$ cat src/rtl/mem_pkg.sv
// mem_pkg: funct3 codes and FSM state encoding shared by the data memory controller.
package mem_pkg;
    localparam logic [2:0] F3_B  = 3'b000;
    localparam logic [2:0] F3_H  = 3'b001;
    localparam logic [2:0] F3_W  = 3'b010;
    localparam logic [2:0] F3_BU = 3'b100;
    localparam logic [2:0] F3_HU = 3'b101;
    typedef enum logic [1:0] {ST_IDLE, ST_WAIT, ST_RESP} state_t;
endpackage

$ cat src/rtl/mem_lane_align.sv
// mem_lane_align: byte-lane enables, store lane replication, load lane select/extend and misalign detect.
module mem_lane_align (
    input  logic [2:0]  funct3,
    input  logic [1:0]  addr,
    input  logic [31:0] wdata,
    input  logic [31:0] rword,
    output logic [3:0]  be,
    output logic [31:0] wword,
    output logic [31:0] rdata,
    output logic        misalign
);
    logic [1:0]  sz;
    logic [7:0]  b;
    logic [15:0] h;
    always_comb begin
        sz = funct3[1:0];
        b = 8'(rword >> {addr, 3'b000});
        h = 16'(rword >> {addr[1], 4'b0000});
        be = sz == 2'd0 ? 4'b0001 << addr : sz == 2'd1 ? 4'b0011 << {addr[1], 1'b0} : 4'b1111;
        // replicating the data lets the byte enables pick the lane without a shifter
        wword = sz == 2'd0 ? {4{wdata[7:0]}} : sz == 2'd1 ? {2{wdata[15:0]}} : wdata;
        rdata = sz == 2'd0 ? {{24{b[7] & ~funct3[2]}}, b}
              : sz == 2'd1 ? {{16{h[15] & ~funct3[2]}}, h} : rword;
        misalign = (sz == 2'd1 && addr[0]) || (sz == 2'd2 && addr != 2'd0);
    end
endmodule

$ cat src/rtl/data_mem_ctrl.sv
// data_mem_ctrl: byte-addressed RV32 data memory with valid/ready request/response handshake,
// configurable wait states, byte-lane stores, extended loads and error detection.
module data_mem_ctrl
    import mem_pkg::*;
#(
    parameter int DEPTH_WORDS = 64,
    parameter int WAIT_STATES = 1,
    parameter int ADDR_W      = 32
) (
    input  logic              clk,
    input  logic              reset,
    input  logic              req_valid,
    output logic              req_ready,
    input  logic              req_we,
    input  logic [2:0]        req_funct3,
    input  logic [ADDR_W-1:0] req_addr,
    input  logic [31:0]       req_wdata,
    output logic              rsp_valid,
    input  logic              rsp_ready,
    output logic [31:0]       rsp_rdata,
    output logic              rsp_err,
    output logic              busy
);
    localparam int IW = DEPTH_WORDS > 1 ? $clog2(DEPTH_WORDS) : 1;
    state_t            state, state_n;
    logic [3:0]        cnt;
    logic              we_q;
    logic [2:0]        f3_q;
    logic [ADDR_W-1:0] addr_q;
    logic [31:0]       wdata_q;
    logic [31:0]       mem [DEPTH_WORDS];
    logic              idle, a_we, legal, in_range, misalign, err, do_access;
    logic [2:0]        a_f3;
    logic [ADDR_W-1:0] a_addr;
    logic [31:0]       a_wdata, rword, wword, ext;
    logic [3:0]        be;
    logic [IW-1:0]     widx;
    assign idle      = state == ST_IDLE;
    assign req_ready = idle;
    assign busy      = !idle;
    assign rsp_valid = state == ST_RESP;
    // in IDLE the live request is used so a zero-wait access happens on the accept edge
    assign a_we    = idle ? req_we : we_q;
    assign a_f3    = idle ? req_funct3 : f3_q;
    assign a_addr  = idle ? req_addr : addr_q;
    assign a_wdata = idle ? req_wdata : wdata_q;
    assign widx    = a_addr[2 +: IW];
    assign rword   = mem[widx];
    assign in_range = (a_addr >> 2) < ADDR_W'(DEPTH_WORDS);
    assign legal = a_we ? (a_f3 == F3_B || a_f3 == F3_H || a_f3 == F3_W)
                        : (a_f3 inside {F3_B, F3_H, F3_W, F3_BU, F3_HU});
    assign err = !legal || misalign || !in_range;
    mem_lane_align u_align (
        .funct3  (a_f3),
        .addr    (a_addr[1:0]),
        .wdata   (a_wdata),
        .rword   (rword),
        .be      (be),
        .wword   (wword),
        .rdata   (ext),
        .misalign(misalign)
    );
    always_comb begin
        state_n = state;
        do_access = 1'b0;
        case (state)
            ST_IDLE: if (req_valid) begin
                state_n = (err || WAIT_STATES == 0) ? ST_RESP : ST_WAIT;
                do_access = !err && WAIT_STATES == 0;
            end
            ST_WAIT: if (cnt == 4'd0) begin
                state_n = ST_RESP;
                do_access = 1'b1;
            end
            ST_RESP: if (rsp_ready) state_n = ST_IDLE;
            default: state_n = ST_IDLE;
        endcase
    end
    // the array is deliberately not reset; holding reset simply blocks any write
    always_ff @(posedge clk or posedge reset) begin
        if (reset) begin
            state <= ST_IDLE;
            cnt <= 4'd0;
            we_q <= 1'b0;
            f3_q <= 3'd0;
            addr_q <= '0;
            wdata_q <= 32'd0;
            rsp_rdata <= 32'd0;
            rsp_err <= 1'b0;
        end else begin
            state <= state_n;
            if (idle && req_valid) begin
                we_q <= req_we;
                f3_q <= req_funct3;
                addr_q <= req_addr;
                wdata_q <= req_wdata;
                cnt <= 4'(WAIT_STATES - 1);
                rsp_err <= err;
            end else if (state == ST_WAIT) cnt <= cnt - 4'd1;
            if (do_access) begin
                rsp_rdata <= a_we ? 32'd0 : ext;
                if (a_we) for (int i = 0; i < 4; i++) if (be[i]) mem[widx][8*i +: 8] <= wword[8*i +: 8];
            end
            if (rsp_valid && rsp_ready) begin
                rsp_rdata <= 32'd0;
                rsp_err <= 1'b0;
            end
        end
    end
endmodule

$ cat config.mk
export PLATFORM = sky130hd
export DESIGN_NAME = data_mem_ctrl
export DESIGN_NICKNAME = d
export VERILOG_FILES = /design/src/rtl/mem_pkg.sv /design/src/rtl/mem_lane_align.sv /design/src/rtl/data_mem_ctrl.sv
export SDC_FILE = /design/constraint.sdc
export NUM_CORES = 2
export LEC_CHECK = 0
export ABC_AREA = 1
export CORE_MARGIN = 5
export CORE_UTILIZATION = 49
export DETAILED_ROUTE_END_ITERATION = 6
export HOLD_SLACK_MARGIN = 0.15
export PLACE_DENSITY = 0.67
export SLEW_MARGIN = 40
export SYNTH_ARGS = -nofsm -noshare
export SYNTH_HDL_FRONTEND = slang
export SYNTH_HIERARCHICAL = 1
export SYNTH_SLANG_ARGS = --single-unit
$ cat constraint.sdc
create_clock -name clk -period 5 [get_ports clk]
set_input_delay 1 -clock clk [delete_from_list [all_inputs] [get_ports clk]]
set_output_delay 1 -clock clk [all_outputs]
set_load 0.02 [all_outputs]
* After elaboration in Yosys (flattened, before gate mapping)
Memories as Yosys holds them, arrays and structs flattened. Cells that the tools add are included.
Word-level totals: RAM bits 2048, memories kept 1, word-level logic and storage cells 97, bits in read-only memories 0, bits in latches 0, output and inout port bits 36, bits in registers 107, input bits 72
Cells by class: multipliers 0, bitwise logic cells 3, equal/unequal tests 11, reductions and logical operators 27, div/mod/pow operators 0, muxes and demuxes 41, shifts and indexed selects 4, add/sub/neg operators 1, $lt $le $gt $ge 1
Memories:
- mem | words 64, bits a word 32, read ports 1, clocked after Yosys merged registers in 0, wr ports 1, line data_mem_ctrl.sv:31 | logic [31:0] mem [DEPTH_WORDS];
Operators with widths (number):
- two-way mux 32 bit | 9
- right shift 32 x 5 -> 16 bit | 1
- right shift 32 x 5 -> 8 bit | 1
- less-than comparator 30 x 7 -> 1 bit, second input constant | 1
- two-way mux 1 bit | 22
- two-way mux 4 bit | 4
- logical AND 1 bit | 8
- two-way mux 2 bit | 4
- nonzero test 2 bit | 4
- equality test 3 bit, second input constant | 2
- one-hot mux 2 bit (3 select lines) | 1
- logical OR 1 bit | 5
- nonzero test 5 bit | 1
- equality test 2 x 1 -> 1 bit, second input constant | 2
- equality test 2 bit, second input constant | 2
- zero test 1 bit | 4
- zero test 2 bit | 2
- zero test 4 bit | 1
- inequality test 2 bit, second input constant | 2
- left shift 1 x 2 -> 4 bit, first input constant | 1
- left shift 2 x 2 -> 4 bit, first input constant | 1
- subtractor 4 x 1 -> 4 bit, second input constant | 1
- equality test 3 x 1 -> 1 bit, second input constant | 1
- equality test 3 x 2 -> 1 bit, second input constant | 1
- 6 further kinds | 7

* Longest topological paths before layout
depth in word-level cells 12, mapped depth 23, gate-level depth less buffers 19

* Modules after synthesis
Netlist, hierarchy kept.
Modules (own cells, without submodules):
- data_mem_ctrl | area an instance 93634.8 µm², sequential area each 63976.4 µm², cells an instance 9366, times used 1
- mem_lane_align | area an instance 1370.1 µm², sequential area each 0.0 µm², cells an instance 299, times used 1

* Worst setup path before layout
Ideal clock, no wire load.
path kind input port to flip-flop, start in req_funct3[1], end mem mem[0][8] (data pin), path slack 0.055 ns, arrival 4.243 ns, data required time 4.298 ns, path buffers 2, stages on the path 8, setup time 0.702 ns, cell sequence inv_1 nand2_1 o21ai_0 inv_1 buf_6 nor2_8 buf_2 o21ai_0
Between the ends: cells in the longest elaborated chain, start to end 3
RTL lines:
- start: declaration | line data_mem_ctrl.sv:15 | input logic [2:0] req_funct3,
- two-way mux 3 bit | line data_mem_ctrl.sv:44 | assign a_f3 = idle ? req_funct3 : f3_q;
- named net a_f3[1] | line data_mem_ctrl.sv:33 | logic [2:0] a_f3;
- zero test 2 bit | line mem_lane_align.sv:21 | wword = sz == 2'd0 ? {4{wdata[7:0]}} : sz == 2'd1 ? {2{wdata[15:0]}} : wdata;
- two-way mux 32 bit | line mem_lane_align.sv:21
- named net wword[8] | line data_mem_ctrl.sv:35 | logic [31:0] a_wdata, rword, wword, ext;
- end: declaration | line data_mem_ctrl.sv:31
The timed path passes the listed nets, and every way through them passes these cells.

* Worst setup path after layout
start reg state[0], end reg rsp_rdata[12]
Between the ends: cells in the longest elaborated chain, start to end 9, elaborated cells between the ends (all ways) 21, classes of those cells 3 x eq/ne; 2 x shift; 9 x mux; 2 x bitwise; 4 x reduce/logical; 1 x memory
RTL lines:
- start: declaration | line data_mem_ctrl.sv:25 | state_t state, state_n;
- start signal: assignment | line data_mem_ctrl.sv:91 | state <= state_n;
- zero test 2 bit | line data_mem_ctrl.sv:38 | assign idle = state == ST_IDLE;
- two-way mux 32 bit | line data_mem_ctrl.sv:45 | assign a_addr = idle ? req_addr : addr_q;
- memory read (64 x 32 bit)
- named net rword[31] | line data_mem_ctrl.sv:35
- right shift 32 x 5 -> 8 bit | line mem_lane_align.sv:17 | b = 8'(rword >> {addr, 3'b000});
- bitwise AND 1 bit | line mem_lane_align.sv:22 | rdata = sz == 2'd0 ? {{24{b[7] & ~funct3[2]}}, b}
- two-way mux 32 bit | line mem_lane_align.sv:22
- named net ext[12] | line data_mem_ctrl.sv:35
- two-way mux 32 bit | line data_mem_ctrl.sv:101 | rsp_rdata <= a_we ? 32'd0 : ext;
- two-way mux 32 bit | line data_mem_ctrl.sv:100 | if (do_access) begin
- two-way mux 32 bit | line data_mem_ctrl.sv:104 | if (rsp_valid && rsp_ready) begin
- end signal: assignment | line data_mem_ctrl.sv:101
- end: declaration | line data_mem_ctrl.sv:20 | output logic [31:0] rsp_rdata,
The timed path passes the listed nets, and every way through them passes these cells. The select of a mux whose other input is x is not followed. A chain may end at the register's enable or synchronous reset.

==> results.ini <==
[global_route]
grt_first_pass_wirelength_mm = 401
gr-usage-all-layers_pct = 26.2
grt_overflow = 0
grt_max_degree = 134
vias_in_the_first_global_route = 63300
grt_antenna_before_repair = 12

[power]
switchingPower_mw = 14.5
seqPwrFrac_pct = 44.9
power_frac_clock_pct = 33.9
pwr_density_cell_nw_per_um2 = 433
static_power_due_to_leakage_nw = 48.2
power_frac_comb_pct = 21.2
p_int_mw = 32.8
netSwitchingFraction_pct = 30.7
power.ir.vdd_worst_uv = 394

[critical_path]
path_delay_family = simple AND/OR/NAND/NOR gates
slowest_stage = sky130_fd_sc_hd__dfrtp_1
crit-reg2reg-launch = state[0]
timing.reg2reg.setup_slack_ns = 0.69
setup.worst_path.end_class = flop
crit_path_max_fanout = 51
cells_traversed_along_the_worst_timing_path = nor2_4 > nand2_1 > nand2_8 > buf_12 > buf_12 > nand2_1 > nand3_1 > nand2_1 > o21ai_0 > nand2_1 > nor2_1 > nand2_1 > nand2_1 > nand2_1 > nand2_1 > nand2_1 > nand3_2 > nand2_1 > nand3_1 > nand2_1
cp.arrival_ns = 5.02
worst_setup_path_start_kind = flop
timing_worst_setup_path_type = flop to flop
reg2reg_depth = 20
crit_required_ns = 5.71
critical-path-max-stage-delay_ns = 0.47
critical_path.n_buffers_inverters = 2
most_frequent_cell_on_critical_path = sky130_fd_sc_hd__nand2_1
regToRegEndpoint = rsp_rdata[12]

[yosys]
yosys.cell_types.count = 35
post_synth_inst_count = 9665
fraction_of_synthesized_cell_area_in_xor_and_xnor_cells_pct = 0.00922
post_synth_fa_ha_maj_area_fraction_pct = 0.0263
synth.area.mux_share_pct = 0
synthFlopType = sky130_fd_sc_hd__edfxtp_1
synth_area_leaders = sky130_fd_sc_hd__edfxtp_1 65%, sky130_fd_sc_hd__nand2_1 12%, sky130_fd_sc_hd__inv_1 8.4%
combinational_family_with_the_most_area_after_synthesis = simple AND/OR/NAND/NOR gates
synth_compound_gate_area_share_pct = 1.58
synth-simple-area-share_pct = 20.3
asyncSetResetFlopFracSynth_pct = 4.61
synth_edf_count = 2048
synth_top_cell_by_area = sky130_fd_sc_hd__edfxtp_1
synth.avg_cell_area_um2 = 9.83
ff_latch_count_synth = 2147
synth_warnings = 6
synth_top_cell_area_share_pct = 64.7
ys_seq_area_share_pct = 67.3
syn-cell-area_um2 = 95000
syn_nets = 9739

[worst_hold_path]
timing.hold.worst_path_depth = 1
hold_path_end = cnt[3]
min-delay-path-class = flop to flop
holdCritStartpoint = cnt[3]

[status]
failed_checks = DRC
run_status = finished, violations left

[layout]
layout.cells.most_common_list = 3007 x sky130_fd_sc_hd__nand2_1, 2121 x sky130_fd_sc_hd__inv_1, 2048 x sky130_fd_sc_hd__edfxtp_1
layout.cell_area.non_filler_um2 = 109000
area_delta_synth_final_pct = 15.0
mostFrequentLayoutCell = sky130_fd_sc_hd__nand2_1
nNetsFinal = 10100
final.fill_count = 16100
postLayoutCoreUtil_pct = 56.7
drive_above_1_share_pct = 9.23

[cts]
cts_buffer_depth = 3
cts.root.buffer_cell = sky130_fd_sc_hd__clkbuf_16
cts_hold_bufs = 0
post_cts_resize_count = 0
clock_pin_slew_worst_setup_and_hold_paths_ns = 0.06
tritoncts = built
htree_levels = 4
clock_insertion_delay_worst_skew_ns = 0.87
postCtsSetupBuffers = 0
cts.sinks = 2147
inserted_clock_buffers = 217

[sta]
relSlewSlack_pct = 34.1
worst-slew-pin-transition_ns = 0.985
setup_viol = 0
post-route-min-period_ns = 4.31
tns_ns = 0
timing.clock.skew_ns = 0.0440
grt_setup_unrepaired = false
layout_worst_path_cycle_share_pct = 86.2
max_freq_mhz = 232
worst_hold_slack_ns = 0.469
hold_violations = 0
maxSlewViolCount = 0

[detailed_routing]
post_drt_via_cell_ratio = 5.21
drt_iter0_markers = 7916
total_routed_wirelength_mm = 270
drt_first_pass_iters = 7
remaining_drcs = 12
num_vias = 66600
antenna_violating_nets_post_route = 0
avgRoutedWirePerCell_um = 21.1

[die]
number_of_placement_rows = 161
io_pins = 108
die-width_um = 450
die-height_um = 450
die-area_um2 = 203000
start_util_pct = 49.3
area_of_the_placeable_core_um2 = 193000

[place]
placed_cell_area_um2 = 102000
place.detailed.hpwl_mm = 174
gp_routability_congestion = 0.928
portBuffers = 107

[flow_run]
max_cap_viol_count = 0

-- metrics by stage --
step                total power [mW]  instances  setup slack [ns]
floorplan                       27.0       9665            0.0550
global placement                31.4      12400             0.220
detailed placement              31.5      12400             0.235
CTS                             47.5      12800             0.818
global route                    49.1      12800             0.438
finish                          47.4      12800             0.689
-- power by group through the flow --
stage                     registers (mW)  clock network, mW  logic [mW]
after floorplan                     21.8                  0        5.17
final                               21.3               16.0        10.1
after detailed placement            21.6                  0        9.90
after global routing                21.3               17.1        10.7
after global placement              21.6                  0        9.74
after CTS                           21.3               16.3        9.94
-- synth_stat cells (2+ instances only) --
cell type / number
sky130_fd_sc_hd__inv_2: 18
sky130_fd_sc_hd__nand2_1: 3017
sky130_fd_sc_hd__buf_6: 4
sky130_fd_sc_hd__nor3_1: 4
sky130_fd_sc_hd__nor4_1: 5
sky130_fd_sc_hd__o211ai_1: 7
sky130_fd_sc_hd__nand2_2: 6
sky130_fd_sc_hd__nor2_4: 3
sky130_fd_sc_hd__inv_1: 2123
sky130_fd_sc_hd__nand4_1: 102
sky130_fd_sc_hd__dfrtp_1: 99
sky130_fd_sc_hd__o21ai_0: 190
sky130_fd_sc_hd__nand3_1: 1086
sky130_fd_sc_hd__o21ai_1: 79
sky130_fd_sc_hd__nor2_2: 10
sky130_fd_sc_hd__or2_2: 32
sky130_fd_sc_hd__edfxtp_1: 2048
sky130_fd_sc_hd__o21ai_2: 4
sky130_fd_sc_hd__o22ai_1: 3
sky130_fd_sc_hd__clkbuf_1: 82
sky130_fd_sc_hd__buf_4: 17
sky130_fd_sc_hd__a21oi_1: 3
sky130_fd_sc_hd__nor3_2: 7
sky130_fd_sc_hd__ha_1: 2
sky130_fd_sc_hd__buf_1: 8
sky130_fd_sc_hd__buf_2: 339
sky130_fd_sc_hd__nor2_1: 359
-- layer usage --
layer | vias up | track usage [%] | part of all wire, %
li1 | 31200 | - | -
met1 | 31800 | 35.4 | 39
met2 | 3006 | 41.1 | 46
met3 | 586 | 5.08 | 9.6
met4 | 2 | 12.6 | 5.1
met5 | - | 0 | 0.0048
-- how the worst max path moves through the flow --
stage | start | end | slack, ns | cells after the start
3_3_place_gp | req_addr[2] | rsp_rdata[18] | 0.22 | 21
4_1_cts | state[0] | rsp_rdata[26] | 0.82 | 20
3_5_place_dp | req_addr[2] | rsp_rdata[27] | 0.24 | 21
6_report | state[0] | rsp_rdata[12] | 0.69 | 20
2_1_floorplan | req_funct3[1] | mem[0][8] | 0.05 | 8
5_1_grt | state[0] | rsp_rdata[26] | 0.44 | 20
-- cells by family (layout without fill, tap and decap cells) --
kind of cell | Yosys count | in the layout
and+or+nand+nor | 4634 | 4634
buffers and inverters | 2592 | 3166
DFF | 2147 | 2147
AOI/OAI and AO/OA | 289 | 289
adders and majority gates | 2 | 2
xor gates and xnor gates | 1 | 1
other | 0 | 12
-- final cells by class --
type                       instances  area (µm²)  area share, %
multi-input combinational       4926       21200           19.4
timing repair buffer             618        5870           5.38
clock inverter                   141        1330           1.21
clock buffer                     265        5670           5.19
sequential                      2147       64000           58.6
antenna                           12        30.0         0.0275
tap                             2526        3160           2.89
inverter                        2142        8050           7.36
-- registers in the layout (all words and copies together) (netlist names) --
name	cells
addr_q	24
mem	2048
wdata_q	32
f3_q	3
cnt	4
we_q	1
state	2
rsp_rdata	32
rsp_err	1
-- worst register-to-register path: stages (launching register included) --
cell and delay [ns]:
sky130_fd_sc_hd__dfrtp_1 0.47, sky130_fd_sc_hd__nor2_4 0.44, sky130_fd_sc_hd__nand2_1 0.25, sky130_fd_sc_hd__nand2_8 0.37, sky130_fd_sc_hd__buf_12 0.26, sky130_fd_sc_hd__buf_12 0.27, sky130_fd_sc_hd__nand2_1 0.12, sky130_fd_sc_hd__nand3_1 0.08
sky130_fd_sc_hd__nand2_1 0.06, sky130_fd_sc_hd__o21ai_0 0.21, sky130_fd_sc_hd__nand2_1 0.16, sky130_fd_sc_hd__nor2_1 0.13, sky130_fd_sc_hd__nand2_1 0.37, sky130_fd_sc_hd__nand2_1 0.19, sky130_fd_sc_hd__nand2_1 0.07, sky130_fd_sc_hd__nand2_1 0.05
sky130_fd_sc_hd__nand2_1 0.08, sky130_fd_sc_hd__nand3_2 0.34, sky130_fd_sc_hd__nand2_1 0.11, sky130_fd_sc_hd__nand3_1 0.11, sky130_fd_sc_hd__nand2_1 0.06
No activity file was read; power rests on OpenSTA's default activity.
